## src/rtl/control_multiciclo.sv

```systemverilog
// control_multiciclo: multi-cycle control sequencer for a MIPS-32 datapath
// built around one shared ALU and a single memory for instructions and data.
// The opcode selects the path through the states, and each state drives a
// fixed control word. Memory states wait on mem_ready, with a timeout. An
// illegal opcode or a memory timeout locks the sequencer in FAULT until reset.
// Build option: define JUMP_EN to support J (opcode 000010). When it is not
// defined, J is treated as an illegal opcode.
//
// state    | meaning
// ---------+-------------------------------------------------------------
// IDLE     | just out of reset, all controls off
// FETCH    | read instruction at PC, PC+4 on completion (waits mem_ready)
// DECODE   | precompute branch target, dispatch on opcode
// MEMADR   | effective address = A + sign-ext imm
// MEMRD    | data read at ALUOut (waits mem_ready)
// MEMWB    | register write from MDR into rt
// MEMWR    | data write at ALUOut (waits mem_ready)
// EXEC_R   | ALU on A,B under funct control
// RWB      | register write from ALUOut into rd
// EXEC_I   | ALU on A and sign-ext imm, op from opcode
// IWB      | register write from ALUOut into rt
// BRANCH   | compare A,B; load PC from ALUOut if zero
// JUMP     | load PC with jump target (JUMP_EN builds only)
// FAULT    | sticky trap, controls off, left only by reset
module control_multiciclo #(
   parameter int MEM_TIMEOUT = 16,
   parameter int CNT_W       = 32
) (
   input  logic             clk,
   input  logic             rst_n,
   input  logic [5:0]       opcode,
   input  logic             zero,
   input  logic             mem_ready,
   output logic             PCWrite,
   output logic             PCWriteCond,
   output logic             IorD,
   output logic             MemRead,
   output logic             MemWrite,
   output logic             IRWrite,
   output logic             MemtoReg,
   output logic             RegDst,
   output logic             RegWrite,
   output logic             ALUSrcA,
   output logic [1:0]       ALUSrcB,
   output logic [2:0]       ALUOP,
   output logic [1:0]       PCSource,
   output logic             fault,
   output logic [CNT_W-1:0] instr_count
);

   localparam int WAIT_W = $clog2(MEM_TIMEOUT + 1);

   localparam logic [5:0] OP_R    = 6'b000000;
   localparam logic [5:0] OP_J    = 6'b000010;
   localparam logic [5:0] OP_BEQ  = 6'b000100;
   localparam logic [5:0] OP_ADDI = 6'b001000;
   localparam logic [5:0] OP_SLTI = 6'b001010;
   localparam logic [5:0] OP_ANDI = 6'b001100;
   localparam logic [5:0] OP_ORI  = 6'b001101;
   localparam logic [5:0] OP_LW   = 6'b100011;
   localparam logic [5:0] OP_SW   = 6'b101011;
   localparam logic [5:0] OP_LWC1 = 6'b110001;

   typedef enum logic [3:0] {
      S_IDLE, S_FETCH, S_DECODE, S_MEMADR, S_MEMRD, S_MEMWB, S_MEMWR,
      S_EXEC_R, S_RWB, S_EXEC_I, S_IWB, S_BRANCH, S_FAULT
`ifdef JUMP_EN
      , S_JUMP
`endif
   } state_t;

   state_t              r_state;
   state_t              w_next;
   logic [WAIT_W-1:0]   r_wait;
   logic [WAIT_W-1:0]   w_wait_next;
   logic                w_retire;
   logic                w_waiting;
   logic                w_timeout;
   logic                w_unused;

   // The zero flag only gates the PC load in the datapath; it is not needed here.
   assign w_unused = zero;

   assign w_waiting = (r_state == S_FETCH) || (r_state == S_MEMRD) || (r_state == S_MEMWR);
   // A cycle with mem_ready never times out, even when the counter is at its limit.
   assign w_timeout = w_waiting && !mem_ready && (r_wait == WAIT_W'(MEM_TIMEOUT - 1));
   assign fault     = (r_state == S_FAULT);

   // State, wait counter and retired-instruction counter registers.
   always_ff @(posedge clk) begin
      if (!rst_n) begin
         r_state     <= S_IDLE;
         r_wait      <= '0;
         instr_count <= '0;
      end else begin
         r_state <= w_next;
         r_wait  <= w_wait_next;
         if (w_retire)
            instr_count <= instr_count + CNT_W'(1);
      end
   end

   // Next state, wait count and retire strobe.
   always_comb begin
      w_next      = r_state;
      w_retire    = 1'b0;
      // The counter is zero in every non-waiting state, so it is already clear
      // on entry to FETCH, MEMRD or MEMWR.
      w_wait_next = (w_waiting && !mem_ready) ? r_wait + WAIT_W'(1) : '0;
      case (r_state)
         S_IDLE:   w_next = S_FETCH;
         S_FETCH:  if (mem_ready) w_next = S_DECODE;
         S_DECODE: begin
            case (opcode)
               OP_LW, OP_LWC1, OP_SW:             w_next = S_MEMADR;
               OP_R:                              w_next = S_EXEC_R;
               OP_BEQ:                            w_next = S_BRANCH;
               OP_ADDI, OP_SLTI, OP_ANDI, OP_ORI: w_next = S_EXEC_I;
`ifdef JUMP_EN
               OP_J:                              w_next = S_JUMP;
`else
               OP_J:                              w_next = S_FAULT;
`endif
               default:                           w_next = S_FAULT;
            endcase
         end
         S_MEMADR: w_next = (opcode == OP_SW) ? S_MEMWR : S_MEMRD;
         S_MEMRD:  if (mem_ready) w_next = S_MEMWB;
         S_MEMWR:  if (mem_ready) begin
            w_next   = S_FETCH;
            w_retire = 1'b1;
         end
         S_EXEC_R: w_next = S_RWB;
         S_EXEC_I: w_next = S_IWB;
         S_MEMWB, S_RWB, S_IWB, S_BRANCH: begin
            w_next   = S_FETCH;
            w_retire = 1'b1;
         end
`ifdef JUMP_EN
         S_JUMP: begin
            w_next   = S_FETCH;
            w_retire = 1'b1;
         end
`endif
         S_FAULT:  w_next = S_FAULT;
         default:  w_next = S_FAULT;
      endcase
      if (w_timeout) begin
         w_next      = S_FAULT;
         w_wait_next = '0;
      end
   end

   // Control word for each state. Only FETCH's IR and PC loads follow mem_ready.
   always_comb begin
      PCWrite     = 1'b0;
      PCWriteCond = 1'b0;
      IorD        = 1'b0;
      MemRead     = 1'b0;
      MemWrite    = 1'b0;
      IRWrite     = 1'b0;
      MemtoReg    = 1'b0;
      RegDst      = 1'b0;
      RegWrite    = 1'b0;
      ALUSrcA     = 1'b0;
      ALUSrcB     = 2'b00;
      ALUOP       = 3'b000;
      PCSource    = 2'b00;
      case (r_state)
         S_FETCH: begin
            MemRead = 1'b1;
            ALUSrcB = 2'b01;
            IRWrite = mem_ready;
            PCWrite = mem_ready;
         end
         S_DECODE: ALUSrcB = 2'b11;
         S_MEMADR: begin
            ALUSrcA = 1'b1;
            ALUSrcB = 2'b10;
         end
         S_MEMRD: begin
            MemRead = 1'b1;
            IorD    = 1'b1;
         end
         S_MEMWB: begin
            RegWrite = 1'b1;
            MemtoReg = 1'b1;
         end
         S_MEMWR: begin
            MemWrite = 1'b1;
            IorD     = 1'b1;
         end
         S_EXEC_R: begin
            ALUSrcA = 1'b1;
            ALUOP   = 3'b010;
         end
         S_RWB: begin
            RegWrite = 1'b1;
            RegDst   = 1'b1;
         end
         S_EXEC_I: begin
            ALUSrcA = 1'b1;
            ALUSrcB = 2'b10;
            case (opcode)
               OP_SLTI: ALUOP = 3'b100;
               OP_ANDI: ALUOP = 3'b011;
               OP_ORI:  ALUOP = 3'b101;
               default: ALUOP = 3'b000;
            endcase
         end
         S_IWB: RegWrite = 1'b1;
         S_BRANCH: begin
            ALUSrcA     = 1'b1;
            ALUOP       = 3'b001;
            PCWriteCond = 1'b1;
            PCSource    = 2'b01;
         end
`ifdef JUMP_EN
         S_JUMP: begin
            PCWrite  = 1'b1;
            PCSource = 2'b10;
         end
`endif
         default: ;
      endcase
   end

endmodule

```

## config.mk

```make
export PLATFORM = sky130hd
export DESIGN_NAME = control_multiciclo
export DESIGN_NICKNAME = d
export VERILOG_FILES = /design/src/rtl/control_multiciclo.sv
export SDC_FILE = /design/constraint.sdc
export NUM_CORES = 1
export LEC_CHECK = 0
export ABC_AREA = 1
export CORE_UTILIZATION = 40
export CTS_CLUSTER_SIZE = 40
export DETAILED_ROUTE_END_ITERATION = 10
export PLACE_DENSITY = 0.69
export SKIP_CTS_REPAIR_TIMING = 1
export SLEW_MARGIN = 20
export SYNTH_ARGS = -nofsm -noshare
export SYNTH_HDL_FRONTEND = slang
export SYNTH_SLANG_ARGS = --single-unit
```

## constraint.sdc

```tcl
create_clock -name clk -period 2.05 [get_ports clk]
set_clock_uncertainty 0.05 [all_clocks]
set_input_delay 0.41 -clock clk [delete_from_list [all_inputs] [get_ports clk]]
set_output_delay 0.41 -clock clk [all_outputs]
set_load 0.005 [all_outputs]
```

After elaboration in Yosys (flattened, before gate mapping) --
Index checks and enable logic that the tools add are counted.
Cells by class: multiplexer cells 22, bitwise logic cells 2, $mul 0, reduce and logical (&&, ||, !) cells 20, shift-type cells 0, add/subtract/negate cells 2, $lt $le $gt $ge 0, divide/modulo/power cells 0, equal/unequal tests 27
Operators with widths (count):
- adder 32 x 1 -> 32 bit, second input constant | 1
- case mux 4 bit (8 select lines) | 1
- == test 6 x 4 -> 1 bit, second input constant | 4
- == test 4 bit, second input constant | 5
- == test 6 bit, second input constant | 3
- case mux 3 bit (3 select lines) | 2
- == test 4 x 3 -> 1 bit, second input constant | 4
- two-way mux 4 bit | 4
- case mux 4 bit (4 select lines) | 1
- OR reduction 4 bit | 3
- two-way mux 1 bit | 11
- inequality test 3 bit, second input constant | 3
- OR reduction 3 bit | 3
- == test 4 x 2 -> 1 bit, second input constant | 2
- OR reduction 2 bit | 4
- == test 6 x 3 -> 1 bit, second input constant | 1
- logical NOT 6 bit | 1
- inequality test 2 bit, second input constant | 3
- case mux 2 bit (3 select lines) | 1
- AND reduction 3 bit | 2
- adder 5 x 1 -> 5 bit, second input constant | 1
- == test 5 x 4 -> 1 bit, second input constant | 1
- OR reduction 5 bit | 1
- == test 4 x 1 -> 1 bit, second input constant | 1
- other kinds (7) | 10
Storage, ports and cells: register bits 41, bits in read-only memories 0, memories 0, output and inout port bits 50, RAM bits 0, logic and storage cells 77, bits in latches 0, input port bits 10

Logic depth before layout (Yosys ltp) --
depth in word-level cells 7, gate-level depth with buffers 11, mapped depth without buffers 11

Worst setup path before layout --
OpenSTA, ideal clock, no wires.
path kind input to output, from input port opcode[5], to output port ALUOP[1], setup slack 442 ps, cell stages on the path 4, buffers on the path 0, required time 1590 ps, arrival time 1148 ps, cells stage by stage nor2_1 > nand3_1 > or2_2 > o22ai_1
On the way: cells in the longest elaborated chain, start to end 3, elaborated cells between the ends (all ways) 5, classes of those cells 3 x eq/ne; 2 x mux
Ends and longest elaborated chain:
- start: declaration | RTL line 31 | input logic [5:0] opcode,
- == test 6 x 4 -> 1 bit | RTL line 204 | case (opcode)
- case mux 3 bit (3 select lines) (*) | RTL line 204
- case mux 3 bit (3 select lines) (*) | RTL line 169 | case (r_state)
- end: declaration | RTL line 45 | output logic [2:0] ALUOP,
Every way passes the cells marked *; elsewhere a longest branch is shown, timed or not.

Worst setup path in the final report --
from register r_state[2], to output port ALUOP[2]
On the way: cells in the longest elaborated chain, start to end 2, elaborated cells between the ends (all ways) 4, classes of those cells 3 x eq/ne; 1 x mux
Ends and longest elaborated chain:
- start: declaration | RTL line 72 | state_t r_state;
- start signal: assignment | RTL line 96 | r_state <= w_next;
- == test 4 bit or == test 4 x 3 -> 1 bit (tied branches) | RTL line 169
- case mux 3 bit (3 select lines) (*) | RTL line 169
Marks and branches as above.

==> impl_metrics.ini <==
[outcome]
status = finished with violations
failed_checks = setup timing

[sta]
rsz0062_at_grt = true
post-route-period-util = 1.01
drv_slew = 0
finalCriticalPeriod_ns = 2.08
setup-violations-final = 1
hold_viol = 0
fmax_ghz = 0.481
layout_setup_ws_ns = -0.0274
fin_setup_tns_ns = -0.0274

[synthesis]
post_synth_most_frequent_cells = nand2_1, nor2_1, inv_1
syn_area_mm2 = 0.00278
synth_top_area_cell = dfxtp_1
ys_seq_elements = 41
ys_types = 33
ys_warn_count = 0
async_reset_ff_frac = 0
synth.avg_cell_area_um2 = 5.83
synth-edff-count = 0
ys_seq_area_frac = 0.296
ys.flop_type = dfxtp_1
synth_fp_nets = 489
yosysMostFrequentCell = nand2_1
synth.area.top_cells = dfxtp_1, nand2_1, nor2_1
synth_top_area_frac = 0.296
synth_cells = 476

[cells_and_area]
nets = 566
area_delta_synth_final_pct = 35.8
fin_util = 0.577
regArea_um2 = 823
num-fill-cells = 641
drive_gt1_frac = 0.130
multi_input_area_mm2 = 0.00171
final_area_mm2 = 0.00377
antenna_cells = 0

[grt]
grt_pass1_wl_um = 12800
antenna_found_initial = 0
grt_max_degree = 23
grt_pass1_vias = 2906
overflow = 0
grt.total_usage = 0.219

[place]
place_area_mm2 = 0.00356
port_buffers = 57
gp_congestion = 0.930
dp_hpwl_um = 6110

[setup_path]
worstPathRequired_ns = 1.59
crit_path_top_delay_cell = dfxtp_1
crit_chain = inv_2 > nand2_2 > inv_1 > nand2_1 > buf_4 > o32ai_1 > dlymetal6s2s_1
cpPeakStageDelay_ns = 0.32
cp_max_fo = 4
start_kind = register
endpoint_kind = primary output
crit_arrival_ns = 1.62
critPathKind = register to primary output
critical_path.top_delay_family = buffers and inverters
cp.buffers_inverters = 4

[detailed_routing]
drc_errors = 0
routed_wl_um = 7810
num_vias = 3103
postRouteAntennaNets = 0
first_pass_iters = 4
wl_per_cell_um = 12.4
vias_per_cell = 4.93
drt-initial-drc-count = 147

[clocking]
clock_latency_ns = 0.30
htreeDepth = 2
cts.sinks = 41
cts_buffers = 5
cts_tree = built
path_clk_slew_ns = 0.07
clockBufferDepth = 2
root_buffer = clkbuf_8

[worst_hold_path]
hp-class = register to register

[die]
io_pins = 60
initial_utilization = 0.425
rows = 29
core_mm2 = 0.00653
die_height_um = 85.3
die_w_um = 85.3
die_area_mm2 = 0.00728

[pwr]
ir_drop_mv = 0.538
p_leak_nw = 1.79
power_mw = 2.75
p_per_area_mw_per_mm2 = 731

[job]
cap_violations = 0
-- cell usage in the layout, fill, tap and decap left out, types with 2 or more instances in the layout --
cell type / n
xor2_1: 4
nand2_1: 164
clkbuf_8: 5
clkdlybuf4s50_1: 36
o21ai_0: 14
dlymetal6s2s_1: 20
nor3_1: 4
nand2_2: 7
inv_2: 8
xnor2_1: 4
nand2_4: 2
nand3_1: 32
nand3_2: 2
a21oi_1: 30
ha_1: 3
dfxtp_2: 2
nor2_1: 75
inv_1: 49
buf_12: 2
buf_4: 22
nor2_2: 9
nor2_4: 6
dfxtp_1: 39
-- cell type report --
type / count / area share
multi-input cells: 367 / 0.454
well taps: 77 / 0.0256
clock inverters: 2 / 0.00930
clock buffers: 5 / 0.0183
repair buffers: 81 / 0.218
flip-flops and latches: 41 / 0.218
inverters: 57 / 0.0568
-- power breakdown --
| group | leakage (nW) | switching, mW | internal (mW) |
|---|---|---|---|
| logic | 1.40 | 0.715 | 0.513 |
| clock network | 0.0540 | 0.280 | 0.354 |
| registers | 0.332 | 0.0366 | 0.855 |
-- cells by family (layout without fill, tap and decap cells) --
group,after synthesis,after routing,share of synthesized area
buffers and inverters,68,145,0.106
AOI/OAI and AO/OA,49,49,0.0915
adders and majority gates,3,3,0.0135
DFF,41,41,0.296
other,1,1,0.00135
xor gates and xnor gates,8,8,0.0252
and+or+nand+nor,306,306,0.466
-- registers in the layout, indices dropped and copies added, names as in the netlist --
register,count
r_wait,5
instr_count,32
r_state,4
-- final timing paths --
path         slack (ns)         endpoint            from  cells after the start
max               -0.03         ALUOP[2]      r_state[2]                      7
min                0.40        r_wait[0]       r_wait[0]                      1
max reg2reg        0.30  instr_count[16]  instr_count[1]                      8
min reg2reg        0.40        r_wait[0]       r_wait[0]                      1
-- per-stage QoR --
step / hold WS (ns) / instances / worst slack [ns]
floorplan: 0.368 / 476 / 0.442
global placement: 0.382 / 622 / -0.544
detailed placement: 0.393 / 622 / -0.704
CTS: 0.404 / 629 / -0.708
global route: 0.417 / 630 / -0.0790
finish: 0.402 / 630 / -0.0274
-- layer usage --
metal | GRT usage | vias up | routed length, um
li1 | - | 1621 | -
met2 | 0.383 | 78 | 3770
met4 | 0.0727 | 0 | 118
met3 | 0.0428 | 13 | 396
met5 | 0 | - | 0
met1 | 0.270 | 1391 | 3530
Note: power is estimated with default switching activity, not from simulation.
